$ cat src/rtl/piso_serializer.sv
// Parallel-in/serial-out converter: DATA_W-bit words in over valid/ready, one bit per cycle out.
// A one-word holding register keeps the serial stream gap-free across back-to-back words.
module piso_serializer #(
  parameter int unsigned DATA_W    = 8,
  parameter bit          LSB_FIRST = 1'b1
) (
  input  logic              clk,
  input  logic              reset,
  input  logic [DATA_W-1:0] parallel_i,
  input  logic              in_valid_i,
  output logic              in_ready_o,
  output logic              serial_o,
  output logic              valid_o,
  output logic              last_o,
  input  logic              serial_ready_i,
  output logic              empty_o
);

  localparam int unsigned     CntW    = (DATA_W > 1) ? $clog2(DATA_W) : 1;
  localparam logic [CntW-1:0] LastCnt = CntW'(DATA_W - 1);

  typedef enum logic {StIdle, StShift} state_e;

  state_e            state_q, state_d;
  logic [DATA_W-1:0] hold_q, hold_d;
  logic              hold_vld_q, hold_vld_d;
  logic [DATA_W-1:0] shift_q, shift_d;
  logic [CntW-1:0]   bit_cnt_q, bit_cnt_d;

  logic busy;
  logic in_fire;
  logic out_fire;
  logic load;

  assign busy       = (state_q == StShift);
  assign in_ready_o = ~hold_vld_q;
  assign valid_o    = busy;
  assign serial_o   = LSB_FIRST ? shift_q[0] : shift_q[DATA_W-1];
  assign last_o     = busy & (bit_cnt_q == LastCnt);
  assign empty_o    = ~busy & ~hold_vld_q;

  assign in_fire  = in_valid_i & in_ready_o;
  assign out_fire = valid_o & serial_ready_i;
  // Refill on the same edge that consumes the last bit, so back-to-back words have no bubble.
  assign load     = hold_vld_q & (~busy | (out_fire & last_o));

  always_comb begin
    state_d    = state_q;
    hold_d     = hold_q;
    hold_vld_d = hold_vld_q;
    shift_d    = shift_q;
    bit_cnt_d  = bit_cnt_q;

    // Capture needs an empty holder and load needs a full one, so they never collide.
    if (in_fire) begin
      hold_d     = parallel_i;
      hold_vld_d = 1'b1;
    end

    if (load) begin
      shift_d    = hold_q;
      bit_cnt_d  = '0;
      state_d    = StShift;
      hold_vld_d = 1'b0;
    end else if (out_fire) begin
      if (last_o) begin
        state_d   = StIdle;
        shift_d   = '0;
        bit_cnt_d = '0;
      end else begin
        shift_d   = LSB_FIRST ? (shift_q >> 1) : (shift_q << 1);
        bit_cnt_d = bit_cnt_q + 1'b1;
      end
    end
  end

  always_ff @(posedge clk or negedge reset) begin
    if (!reset) begin
      state_q    <= StIdle;
      hold_q     <= '0;
      hold_vld_q <= 1'b0;
      shift_q    <= '0;
      bit_cnt_q  <= '0;
    end else begin
      state_q    <= state_d;
      hold_q     <= hold_d;
      hold_vld_q <= hold_vld_d;
      shift_q    <= shift_d;
      bit_cnt_q  <= bit_cnt_d;
    end
  end

endmodule

$ cat config.mk
export PLATFORM = sky130hd
export DESIGN_NAME = piso_serializer
export DESIGN_NICKNAME = d
export VERILOG_FILES = /design/src/rtl/piso_serializer.sv
export SDC_FILE = /design/constraint.sdc
export NUM_CORES = 1
export LEC_CHECK = 0
export ABC_AREA = 1
export BUFFER_PORTS_ARGS = -buffer_cell sky130_fd_sc_hd__buf_4
export CAP_MARGIN = 10
export CORE_MARGIN = 4
export CORE_UTILIZATION = 55
export DETAILED_ROUTE_END_ITERATION = 12
export GPL_TIMING_DRIVEN = 0
export HOLD_SLACK_MARGIN = 0.12
export PLACE_DENSITY = 0.79
export SYNTH_ARGS = -nofsm -noshare
export SYNTH_HDL_FRONTEND = slang
export SYNTH_SLANG_ARGS = --single-unit
$ cat constraint.sdc
create_clock -name clk -period 2.9 [get_ports clk]
set_input_delay 0 -clock clk [delete_from_list [all_inputs] [get_ports clk]]
set_output_delay 0 -clock clk [all_outputs]
set_load 0.01 [all_outputs]
Word level (Yosys, flattened, before mapping)
Index checks and enable logic that the tools add are counted.
- bits in registers: 21
- latch bits: 0
- bits in writable memories: 0
- memory bits (read-only): 0
- bits of input ports: 12
- output and inout port bits: 5
- logic and storage cells: 31
- memories kept: 0
- add/sub/neg operators: 1
- $mul: 0
- divide/modulo/power cells: 0
- magnitude comparators: 0
- eq/ne operators: 1
- shifts and indexed selects: 0
- mux-type cells: 11
- bitwise operators: 9
- reduce and logical (&&, ||, !) cells: 4
- operator list (cell ; count):
    2-to-1 mux 8 bit ; 2
    2-to-1 mux 3 bit ; 3
    2-to-1 mux 7 bit ; 1
    AND 1 bit ; 6
    nonzero test 2 bit ; 3
    2-to-1 mux 1 bit ; 5
    adder 3 x 1 -> 3 bit (second input constant) ; 1
    equality test 3 bit (second input constant) ; 1
    inverter 1 bit ; 2
    AND reduction 2 bit ; 1
    bitwise OR 1 bit ; 1

Depth between registers and ports, before layout
Gate-level depths: netlist (run 1).
- word-level depth: 7
- gate-level depth with buffers: 8
- gate-level depth less buffers: 8

Worst setup path after synthesis (run 1)
No wires, ideal clock.
- path type: register to register
- start point: register bit_cnt_q[0]
- end point: register shift_q[0]
- setup time: 124 ps
- data arrival time: 1157 ps
- path slack: 1619 ps
- cell stages (with the launch flop): 9
- clock period less this slack: 1281 ps
- cell sequence: dfrtp_1 > ha_1 > ha_1 > nand2_1 > nand2_2 > nand2_1 > inv_2 > nand2_1 > nand3_1
- cells in the longest elaborated chain, start to end: 6
- elaborated cells on any way between the ends: 9
- those cells by class: eq/ne (1); mux (3); bitwise (4); reduce/logical (1)
- ends and longest elaborated chain (item ; RTL line ; source):
    from (decl) ; 28 ; logic [CntW-1:0] bit_cnt_q, bit_cnt_d;
    from (signal assigned) ; 89 ; bit_cnt_q <= bit_cnt_d;
    equality test 3 bit * ; 39 ; assign last_o = busy & (bit_cnt_q == LastCnt);
    AND 1 bit * ; 39 ;
    AND 1 bit ; 45 ; assign load = hold_vld_q & (~busy | (out_fire & last_o));
    bitwise OR 1 bit ; 45 ;
    AND 1 bit ; 45 ;
    2-to-1 mux 8 bit / nonzero test 2 bit (equally long branches) ; n/a ;
    to (signal assigned) ; 88 ; shift_q <= shift_d;
    to (decl) ; 27 ; logic [DATA_W-1:0] shift_q, shift_d;
Mark *: on every way between the ends. The rest lies on a longest branch, timed or not. The select of a mux whose other input is x is not followed.
A chain may end at the register's enable or synchronous reset.

Final worst setup path (run 1)
- start point: register hold_vld_q
- end point: register hold_q[3]
- cells in the longest elaborated chain, start to end: 2
- ends and longest elaborated chain (item ; RTL line ; source):
    from (decl) ; 26 ; logic hold_vld_q, hold_vld_d;
    from (signal assigned) ; 87 ; hold_vld_q <= hold_vld_d;
    inverter 1 bit ; 36 ; assign in_ready_o = ~hold_vld_q;
    AND 1 bit ; 42 ; assign in_fire = in_valid_i & in_ready_o;
    to (signal assigned) ; 86 ; hold_q <= hold_d;
    to (decl) ; 25 ; logic [DATA_W-1:0] hold_q, hold_d;
Every way passes these cells.

==> results.toml, run 1 <==
[clock_tree]
cts_setup_buffers = 0
cts-root-buf = "clkbuf_4"
cts_tree = "yes"
worst_skew_pair.late_latency_ns = 0.31
clk_pin_slew_worst_paths_ns = 0.11
cts_resized = 0
clock-sinks = 21
cts_hold_buf = 18
cts.path.max_buffers = 2
cts_htree_levels = 1
cts_made_buffers = 3

[logic_synthesis]
ys_ff_latch = 21
synth_top_family_by_area = "simple AND/OR/NAND/NOR gates"
synth.area.mux_share_pct = 0
synth_compound_area_share_pct = 3.162
yosysWarnings = 0
syn_area_per_cell_um2 = 8.712
synthAdderAreaFrac_pct = 2.635
syn-num-nets = 123
synthCells = 109
synthXorXnorAreaFrac_pct = 0
syn-cell-area_um2 = 949.7
synthSimpleGateAreaFrac_pct = 30.70
ys_seq_area_share_pct = 55.34
yosysUniqueCellTypes = 15

[route]
dr.pass1.iters = 4
postRouteAntennaNets = 0
drtIter0Drc = 23
viasPerCell = 5.265
wire_per_inst_um = 12.83
totalWireLength_um = 2078
drc = 0
num_vias = 853

[power_and_ir_drop]
p_int_uw = 591.4
vdd_drop_max_mv = 0.5085
leakagePower_uw = 0.0006731
clockPowerShare_pct = 16.1
seq_power_share_pct = 52.9
power_uw = 896.3
power.density_mw_per_mm2 = 695.5
swShare_pct = 34.02
p_switching_uw = 304.9
share_comb_of_total_power_pct = 30.9

[die]
die-area_mm2 = 0.002456
core_mm2 = 0.001577
die-width_um = 49.56
io_pins = 17
rows = 14
chipHeight_um = 49.56
start_util_pct = 60.24

[global_routing]
grt_pass1_wl_um = 3815
antenna_found_initial = 0
grt_pass1_vias = 829
grt-ovfl-total = 0
grt_max_degree = 22
grtUsageTotal_pct = 20.33

[placed_design]
dp_hpwl_um = 1229
io_buffers = 15
gp_congestion = 0.7808

[worst_setup_path]
crit_chain = "inv_2 -> nand2_2 -> nor2_1 -> dlygate4sd3_1 -> a21oi_1"
critPathSlowestCell = "dlygate4sd3_1"
startpoint_type = "flip-flop"
worst-path-buf-inv = 2
cp.required_ns = 3.11
cpPeakStageDelay_ns = 0.57
cp.arrival_ns = 1.73
crit_fanout = 10
crit_family = "buffers and inverters"
setup.worst_path.class = "flip-flop to flip-flop"
critPathCaptureType = "flip-flop"

[cells_and_area]
syn2layout_area_growth_pct = 35.71
drive_gt1_share_pct = 17.81
n_fill_cell = 101
nNetsFinal = 161
antenna_cells = 0

[sta]
layout_min_cycle_time_ns = 1.529
finalCritPeriodShare_pct = 52.71
timing.fmax_ghz = 0.6542
tns_ns = 0
relSlewSlack_pct = 40.07
worst_slew_pin_slew_ns = 0.8959
setup_viol = 0
skew_ns = 0.004409
hold_viol_final = 0
finalMaxSlewViolations = 0
rsz0062_at_grt = "false"

[outcome]
status = "finished clean"

[flow_run]
maxCapViolCount = 0

[min_path]
hp-class = "input port to flip-flop"
synthesized netlist by cell type:
cell type	number	area (um2)
nand2_1	40	150.1
dfrtp_1	21	525.5
nand3_1	16	80.08
inv_1	7	26.28
nand4_1	6	37.54
nor2_1	3	11.26
o21ai_0	3	15.01
a21oi_1	2	10.01
buf_6	2	22.52
ha_1	2	25.02
inv_2	2	7.510
nand2_2	2	12.51
buf_4	1	7.510
clkbuf_8	1	13.76
o21ai_1	1	5.000
worst paths after layout:
path | startpoint | endpoint | slack, ns | depth (start not counted)
max | hold_vld_q$_DFFE_PN0P_ | hold_q[3]$_DFFE_PN0P_ | 1.37 | 5
min | in_valid_i | hold_vld_q$_DFFE_PN0P_ | 0.13 | 4
max reg2reg | hold_vld_q$_DFFE_PN0P_ | hold_q[3]$_DFFE_PN0P_ | 1.37 | 5
min reg2reg | hold_q[5]$_DFFE_PN0P_ | hold_q[5]$_DFFE_PN0P_ | 0.49 | 2
max in group asynchronous | reset | hold_vld_q$_DFFE_PN0P_ | 1.48 | 3
min in group asynchronous | reset | shift_q[5]$_DFFE_PN0P_ | 0.88 | 3
power groups by stage:
stage / Sequential (uW) / Combinational (uW) / Clock [uW]
floorplan: 463 / 175 / 0
global placement: 471 / 238 / 0
detailed placement: 475 / 248 / 0
CTS: 469 / 273 / 144
global route: 490 / 318 / 164
finish: 474 / 277 / 145
state kept, by name, indices dropped and copies added (netlist names):
signal / flops
hold_q: 8
shift_q: 8
bit_cnt_q: 3
hold_vld_q: 1
valid_o: 1
metal layers:
layer	wire length [um]	track usage, %
met4	46	9.677
met1	955	25.49
met3	95	4.217
met5	0	0
met2	980	33.26
logic make-up (layout without fill, tap and decap cells):
family                   count (synthesis)  count (layout)
AND/OR/NAND/NOR                         67              67
flip-flops                              21              21
buffers and inverters                   13              50
AO/OA/AOI/OAI                            6               6
adder cells (fa/ha/maj)                  2               2
worst min-delay path, stage by stage:
cell and delay [ns]:
buf_4 0.13, nand2_2 0.08, buf_6 0.14, o21ai_0 0.07
layout by cell type, fill, tap and decap left out, drive strengths merged:
cell / netlist / routed
buf: 3 / 18
a21oi: 2 / 2
clkbuf: 1 / 5
dfrtp: 21 / 21
dlygate4sd3: 0 / 18
nor2: 3 / 3
inv: 9 / 9
o21ai: 4 / 4
nand3: 16 / 16
nand4: 6 / 6
nand2: 42 / 42
ha: 2 / 2
final cells by class:
class	instances	area [um2]	area share, %
Buffer	4	43.79	3.398
Sequential cell	21	525.5	40.78
Clock buffer	4	26.28	2.039
Inverter	9	33.78	2.621
Tap cell	16	20.02	1.553
Multi-Input combinational cell	75	346.6	26.89
Timing Repair Buffer	33	292.8	22.72
through the flow:
stage	utilization, %	instances	worst slack [ns]	instance area [um2]	hold WS [ns]
floorplan	-	109	1.619	949.7	-0.2956
global placement	68.65	140	1.491	1082	-0.1068
detailed placement	68.65	140	1.487	1082	-0.1028
CTS	81.75	162	1.368	1289	0.1200
global route	81.75	162	1.265	1289	0.1529
finish	81.75	162	1.371	1289	0.1332
No activity file was read; power rests on OpenSTA's default activity.
==> inputs of run 2 (changes only) <==
- ABC_AREA: 1 -> 0
- CORE_UTILIZATION: 55 -> 47
- PLACE_DENSITY: 0.79 -> 0.72
- clock period: 2.9 -> 1.4 ns (I/O delays scaled with it)
==> run 2 against run 1 <==
The flow now finishes with violations (setup timing). Hold slack improved by 0.32 ns. Clock power up 94%. Via count fell by 19%. Combinational power is 110% higher. Die area rose by 11%. Global-route usage shrank 5.2 points. Largest cell class unchanged.
==> results.toml, run 2 <==
[placed_design]
io_buffers = 16
dp_hpwl_um = 1157
gp_congestion = 0.7203

[global_routing]
grt_max_degree = 22
grt_pass1_wl_um = 3056
grt_pass1_vias = 708
grt-ovfl-total = 0
grtUsageTotal_pct = 15.14
antenna_found_initial = 0

[sta]
layout_setup_ws_ns = -0.04890
rsz0062_at_grt = "true"
tns_ns = -0.2411
worst_slew_pin_slew_ns = 0.3721
relSlewSlack_pct = 75.17
fin_hold_ws_ns = 0.4571
layout_min_cycle_time_ns = 1.449
skew_ns = 0.0008136
finalMaxSlewViolations = 0
hold_viol_final = 0
finalCritPeriodShare_pct = 103.5
timing.fmax_ghz = 0.6902
setup_viol = 7

[cells_and_area]
drive_gt1_share_pct = 42.06
mostFrequentLayoutCell = "dfrtp_1"
final_cell_mix = "dfrtp_1 (21), buf_4 (20), dlygate4sd3_1 (12), mux2_2 (8), a221o_1 (6)"
nNetsFinal = 122
reg_top3 = "hold_q (8), shift_q (8), bit_cnt_q (3)"
antenna_cells = 0
syn2layout_area_growth_pct = 40.08
multi_input_comb_area_um2 = 394.1
seq_area_um2 = 525.5
n_fill_cell = 145

[logic_synthesis]
syn-cell-area_um2 = 920.9
yosysUniqueCellTypes = 23
synthCells = 70
syn-num-nets = 84
synth-edff-count = 0
synth_top_cell_by_area = "dfrtp_1"
synth_flop_cell = "dfrtp_1"
synthXorXnorAreaFrac_pct = 0
synthAdderAreaFrac_pct = 2.717
synth.area.mux_share_pct = 13.18
synth_common_cells = "dfrtp_1 (21), mux2_2 (8), a221o_1 (6)"
synth_most_common_cell = "dfrtp_1"
yosys.area.top_type_share_pct = 57.07
synth_top_family_by_area = "multiplexers"
ys_ff_latch = 21
async_flop_share_pct = 100.0
ys_seq_area_share_pct = 57.07
synthSimpleGateAreaFrac_pct = 11.41
synth_compound_area_share_pct = 12.23
ys_top_cells_by_area = "dfrtp_1 (57%), mux2_2 (9.8%), a221o_1 (6.5%)"
yosysWarnings = 0
syn_area_per_cell_um2 = 13.16

[worst_setup_path]
crit_chain = "ha_2 -> ha_4 -> a21boi_4 -> nor2_4 -> a221o_1"
r2r_end = "shift_q[0]$_DFFE_PN0P_"
critPathCaptureType = "flip-flop"
cp.arrival_ns = 1.64
cpPeakStageDelay_ns = 0.40
setup.worst_path.class = "flip-flop to flip-flop"
r2r_slack_ns = -0.05
startpoint_type = "flip-flop"
r2r_cells = 5
worstReg2RegStart = "bit_cnt_q[0]$_DFFE_PN0P_"
crit_fanout = 8
critPathSlowestCell = "dfrtp_1"
cp.required_ns = 1.59

[die]
rows = 15
core_mm2 = 0.001783
chipHeight_um = 52.27
start_util_pct = 51.65
die-width_um = 52.27
die-area_mm2 = 0.002732
io_pins = 17

[power_and_ir_drop]
power.density_mw_per_mm2 = 1431
vdd_drop_max_mv = 0.8637
leakagePower_uw = 0.0006069

[clock_tree]
cts-root-buf = "clkbuf_4"
cts.path.max_buffers = 2
clock-sinks = 21
cts_htree_levels = 1
clk_pin_slew_worst_paths_ns = 0.11
cts_made_buffers = 3
worst_skew_pair.late_latency_ns = 0.29
cts_tree = "yes"

[min_path]
holdPathEnd = "hold_q[3]$_DFFE_PN0P_"
hp-class = "input port to flip-flop"
hold_depth = 3
worstHoldStart = "parallel_i[3]"

[route]
wire_per_inst_um = 13.96
num_vias = 691
dr.pass1.iters = 4
totalWireLength_um = 1843
viasPerCell = 5.235
drtIter0Drc = 7
drc = 0
postRouteAntennaNets = 0

[outcome]
status = "finished with violations"
violations = "setup timing"

[flow_run]
maxCapViolCount = 0
-- run 2: cell count changes after synthesis, sizes merged, moves of 2 or more --
cell,previous run,this run
nand2,42,2
nand3,16,1
mux2,0,9
inv,9,1
and2,0,7
a221o,0,6
nand4,6,0
a21oi,2,0
a22o,0,2
mux2i,0,2
nor2,3,5
-- run 2: metrics by stage --
| stage | utilization, % | total power, uW | worst slack (ns) | std cells | instance area [um2] |
|---|---|---|---|---|---|
| after floorplan | - | 1336 | -0.02429 | 70 | 948.4 |
| after global placement | 61.68 | 1478 | -0.1200 | 111 | 1100 |
| after detailed placement | 61.68 | 1510 | -0.1325 | 111 | 1100 |
| after CTS | 71.72 | 1842 | -0.04643 | 131 | 1279 |
| after global routing | 72.35 | 1983 | -0.1013 | 132 | 1290 |
| final | 72.35 | 1846 | -0.04890 | 132 | 1290 |
-- run 2: what timing repair did --
item,4_1_cts,5_1_grt
gates resized for setup,1,2
hold buffers,12,0
pin swaps,9,1
setup endpoints to repair,9,11
setup buffers,4,1
endpoints found under the hold margin,31,0
-- run 2: power breakdown --
group	switching, uW	total (uW)	internal (uW)
Sequential	137	974	837
Clock	170	281	111
Combinational	224	591	367
Total	532	1850	1310
-- run 2: routing by layer --
| metal | vias to the layer above | share of wire [%] | global-route usage [%] |
|---|---|---|---|
| li1 | 326 | - | - |
| met1 | 351 | 41 | 17.39 |
| met2 | 14 | 55 | 28.03 |
| met3 | 0 | 4.3 | 3.419 |
| met4 | 0 | 0 | 3.830 |
| met5 | - | 0 | 0 |
-- run 2: area by class of cell --
| class | count | share of cell area, % |
|---|---|---|
| inverter | 1 | 0.2910 |
| clock buffer | 4 | 2.037 |
| timing repair buffer | 33 | 21.82 |
| multi-input combinational | 45 | 30.55 |
| sequential | 21 | 40.74 |
| tap | 25 | 2.425 |
| buffer | 3 | 2.134 |
-- run 2: worst max path at each step --
| stage | from | to | slack (ns) | depth (start not counted) |
|---|---|---|---|---|
| CTS | bit_cnt_q[0]$_DFFE_PN0P_ | shift_q[0]$_DFFE_PN0P_ | -0.05 | 5 |
| detailed placement | bit_cnt_q[1]$_DFFE_PN0P_ | bit_cnt_q[0]$_DFFE_PN0P_ | -0.13 | 4 |
| global route | bit_cnt_q[0]$_DFFE_PN0P_ | shift_q[0]$_DFFE_PN0P_ | -0.10 | 5 |
| finish | bit_cnt_q[0]$_DFFE_PN0P_ | shift_q[0]$_DFFE_PN0P_ | -0.05 | 5 |
| global placement | bit_cnt_q[0]$_DFFE_PN0P_ | bit_cnt_q[0]$_DFFE_PN0P_ | -0.12 | 4 |
| floorplan | bit_cnt_q[1]$_DFFE_PN0P_ | shift_q[2]$_DFFE_PN0P_ | -0.02 | 5 |
-- run 2: cell families after synthesis --
group,Yosys count
AO/OA/AOI/OAI,13
adder cells (fa/ha/maj),2
buffers and inverters,4
flip-flops,21
multiplexers,11
AND/OR/NAND/NOR,19
-- run 2: worst max-delay path: cells and delay by family, from the launching register on --
family                     cells  cell delay, ns
adders and majority gates      2            0.38
AOI/OAI and AO/OA              2            0.49
and+or+nand+nor                1            0.08
DFF                            1            0.40
==> inputs of run 3 (changes only) <==
==> constraint.sdc (replaced) <==
create_clock -name clk -period 1.4 [get_ports clk]
set_input_delay 0.42 -clock clk [delete_from_list [all_inputs] [get_ports clk]]
set_output_delay 0.42 -clock clk [all_outputs]
set_load 0.01 [all_outputs]
==> run 3 against run 2 <==
The flow still finishes with violations (setup timing). Cell area fell by 0.29%. Sequential share of layout area up 0.22 points. Cell count decreased by 6.1%. Global-route usage shrank 0.30 points. Critical path depth decreased by 1. Sequential cell count did not move. Highest routed layer unchanged. Setup slack got worse by 0.26 ns. Via count down 2.6%. Fmax decreased by 15%.
==> results.toml, run 3 (synthesized netlist as in run 2, its figures left out) <==
[worst_setup_path]
r2r_end = "shift_q[5]$_DFFE_PN0P_"
setup.worst_path.start = "bit_cnt_q[1]$_DFFE_PN0P_"
crit_fanout = 2
r2r_cells = 6
worstReg2RegStart = "bit_cnt_q[1]$_DFFE_PN0P_"
cpPeakStageDelay_ns = 0.40
cp.arrival_ns = 1.28
setup.worst_path.class = "flip-flop to output pin"
cp.required_ns = 0.98
r2r_slack_ns = -0.20
crit_path_end = "last_o"
critPathCaptureType = "output pin"
critPathSlowestCell = "dfrtp_1"
crit_chain = "ha_2 -> ha_4 -> and2_4 -> buf_6"
startpoint_type = "flip-flop"

[cells_and_area]
drive_gt1_share_pct = 54.55
reg_top3 = "hold_q (8), shift_q (8), bit_cnt_q (3)"
nNetsFinal = 114
final_cells = 124
syn2layout_area_growth_pct = 39.67
final_cell_mix = "dfrtp_1 (20), buf_4 (20), mux2_4 (8), buf_6 (6), a221o_1 (6)"
antenna_cells = 0
post-route-util_pct = 72.14

[placed_design]
gp_congestion = 0.7203
io_buffers = 16
placedCellCount = 111
dp_hpwl_um = 1157

[clock_tree]
worst_skew_pair.late_latency_ns = 0.29
clk_pin_slew_worst_paths_ns = 0.11
cts.path.max_buffers = 2
cts_tree = "yes"
cts_made_buffers = 3
cts-root-buf = "clkbuf_4"
cts_htree_levels = 1
clock-sinks = 21

[die]
rows = 15
io_pins = 17
die-width_um = 52.27
core_mm2 = 0.001783
die-area_mm2 = 0.002732
start_util_pct = 51.65
chipHeight_um = 52.27

[outcome]
violations = "setup timing"
status = "finished with violations"

[route]
num_vias = 673
viasPerCell = 5.427
drc = 0
wire_per_inst_um = 15.26
drtIter0Drc = 18
totalWireLength_um = 1892
postRouteAntennaNets = 0
dr.pass1.iters = 4

[sta]
finalCritPeriodShare_pct = 121.7
worst_slew_pin_slew_ns = 0.2299
layout_min_cycle_time_ns = 1.704
rsz0062_at_grt = "true"
relSlewSlack_pct = 84.23
timing.fmax_ghz = 0.5867
hold_viol_final = 0
skew_ns = 0.003274
layout_setup_ws_ns = -0.3043
setup_viol = 13
finalMaxSlewViolations = 0

[global_routing]
grtUsageTotal_pct = 14.84
grt-ovfl-total = 0
antenna_found_initial = 0
grt_pass1_wl_um = 2980
grt_pass1_vias = 666
grt_max_degree = 22

[power_and_ir_drop]
vdd_drop_max_mv = 0.9228
power.density_mw_per_mm2 = 1542
leakagePower_uw = 0.0006130

[flow_run]
maxCapViolCount = 0

[min_path]
hp-class = "input port to flip-flop"
-- run 3: changes by cell type in the layout (fill, tap and decap cells not counted), moves of 2 or more --
cell | previous run | this run
dlygate4sd3_1 | 12 | 1
mux2_4 | 0 | 8
mux2_2 | 8 | 1
buf_6 | 3 | 6
nor2_1 | 3 | 1
nor2_4 | 1 | 3
-- run 3: area by class of cell --
| class | instances | area, um2 |
|---|---|---|
| Sequential cell | 21 | 526.8 |
| Fill cell | 139 | 496.7 |
| Buffer | 3 | 33.78 |
| Multi-Input combinational cell | 45 | 447.9 |
| Timing Repair Buffer | 25 | 214.0 |
| Inverter | 1 | 6.256 |
| Clock buffer | 4 | 26.28 |
| Tap cell | 25 | 31.28 |
-- run 3: power by group --
group	switching [uW]	total (uW)	internal [uW]
Clock	171	282	111
Combinational	253	720	467
Sequential	144	981	837
Total	568	1980	1410
-- run 3: repair_timing --
action                                  CTS  global route
endpoints found under the setup margin   12            24
resized for setup                         9            16
hold buffers                              1             0
pin swaps                                 8             4
buffers inserted                          6             2
endpoints found under the hold margin    21             0
-- run 3: worst max-delay path, delay by kind of cell (launching register included) --
family / cells / cell delay [ns]
fa+ha+maj: 2 / 0.35
flops: 1 / 0.40
simple gates: 1 / 0.13
buf+inv: 1 / 0.11
-- run 3: how the worst min path moves through the flow --
stage	startpoint	endpoint	cells after the start
2_1_floorplan	reset	bit_cnt_q[0]$_DFFE_PN0P_	0
3_3_place_gp	reset	hold_vld_q$_DFFE_PN0P_	1
3_5_place_dp	reset	hold_q[3]$_DFFE_PN0P_	1
4_1_cts	in_valid_i	hold_vld_q$_DFFE_PN0P_	3
5_1_grt	parallel_i[4]	hold_q[4]$_DFFE_PN0P_	2
6_report	in_valid_i	hold_vld_q$_DFFE_PN0P_	3
-- run 3: routing by layer --
| metal | wire (um) | share of wire, % | up-vias | GRT usage [%] |
|---|---|---|---|---|
| met4 | 0 | 0 | 0 | 3.830 |
| met3 | 94 | 5.0 | 0 | 3.419 |
| li1 | - | - | 312 | - |
| met2 | 995 | 53 | 14 | 26.36 |
| met1 | 802 | 42 | 347 | 17.93 |
| met5 | 0 | 0 | - | 0 |
-- run 3: stage by stage --
| step | worst slack [ns] | area (um2) | total power [uW] | hold WS (ns) | setup TNS (ns) |
|---|---|---|---|---|---|
| after floorplan | -0.02429 | 948.4 | 1336 | 0.1244 | -0.1456 |
| after global placement | -0.1200 | 1100 | 1478 | 0.3151 | -0.8921 |
| after detailed placement | -0.1325 | 1100 | 1510 | 0.3162 | -1.002 |
| after CTS | -0.3168 | 1215 | 1871 | 0.3360 | -1.678 |
| after global routing | -0.3489 | 1286 | 2119 | 0.3352 | -2.379 |
| final | -0.3043 | 1286 | 1983 | 0.3361 | -1.726 |
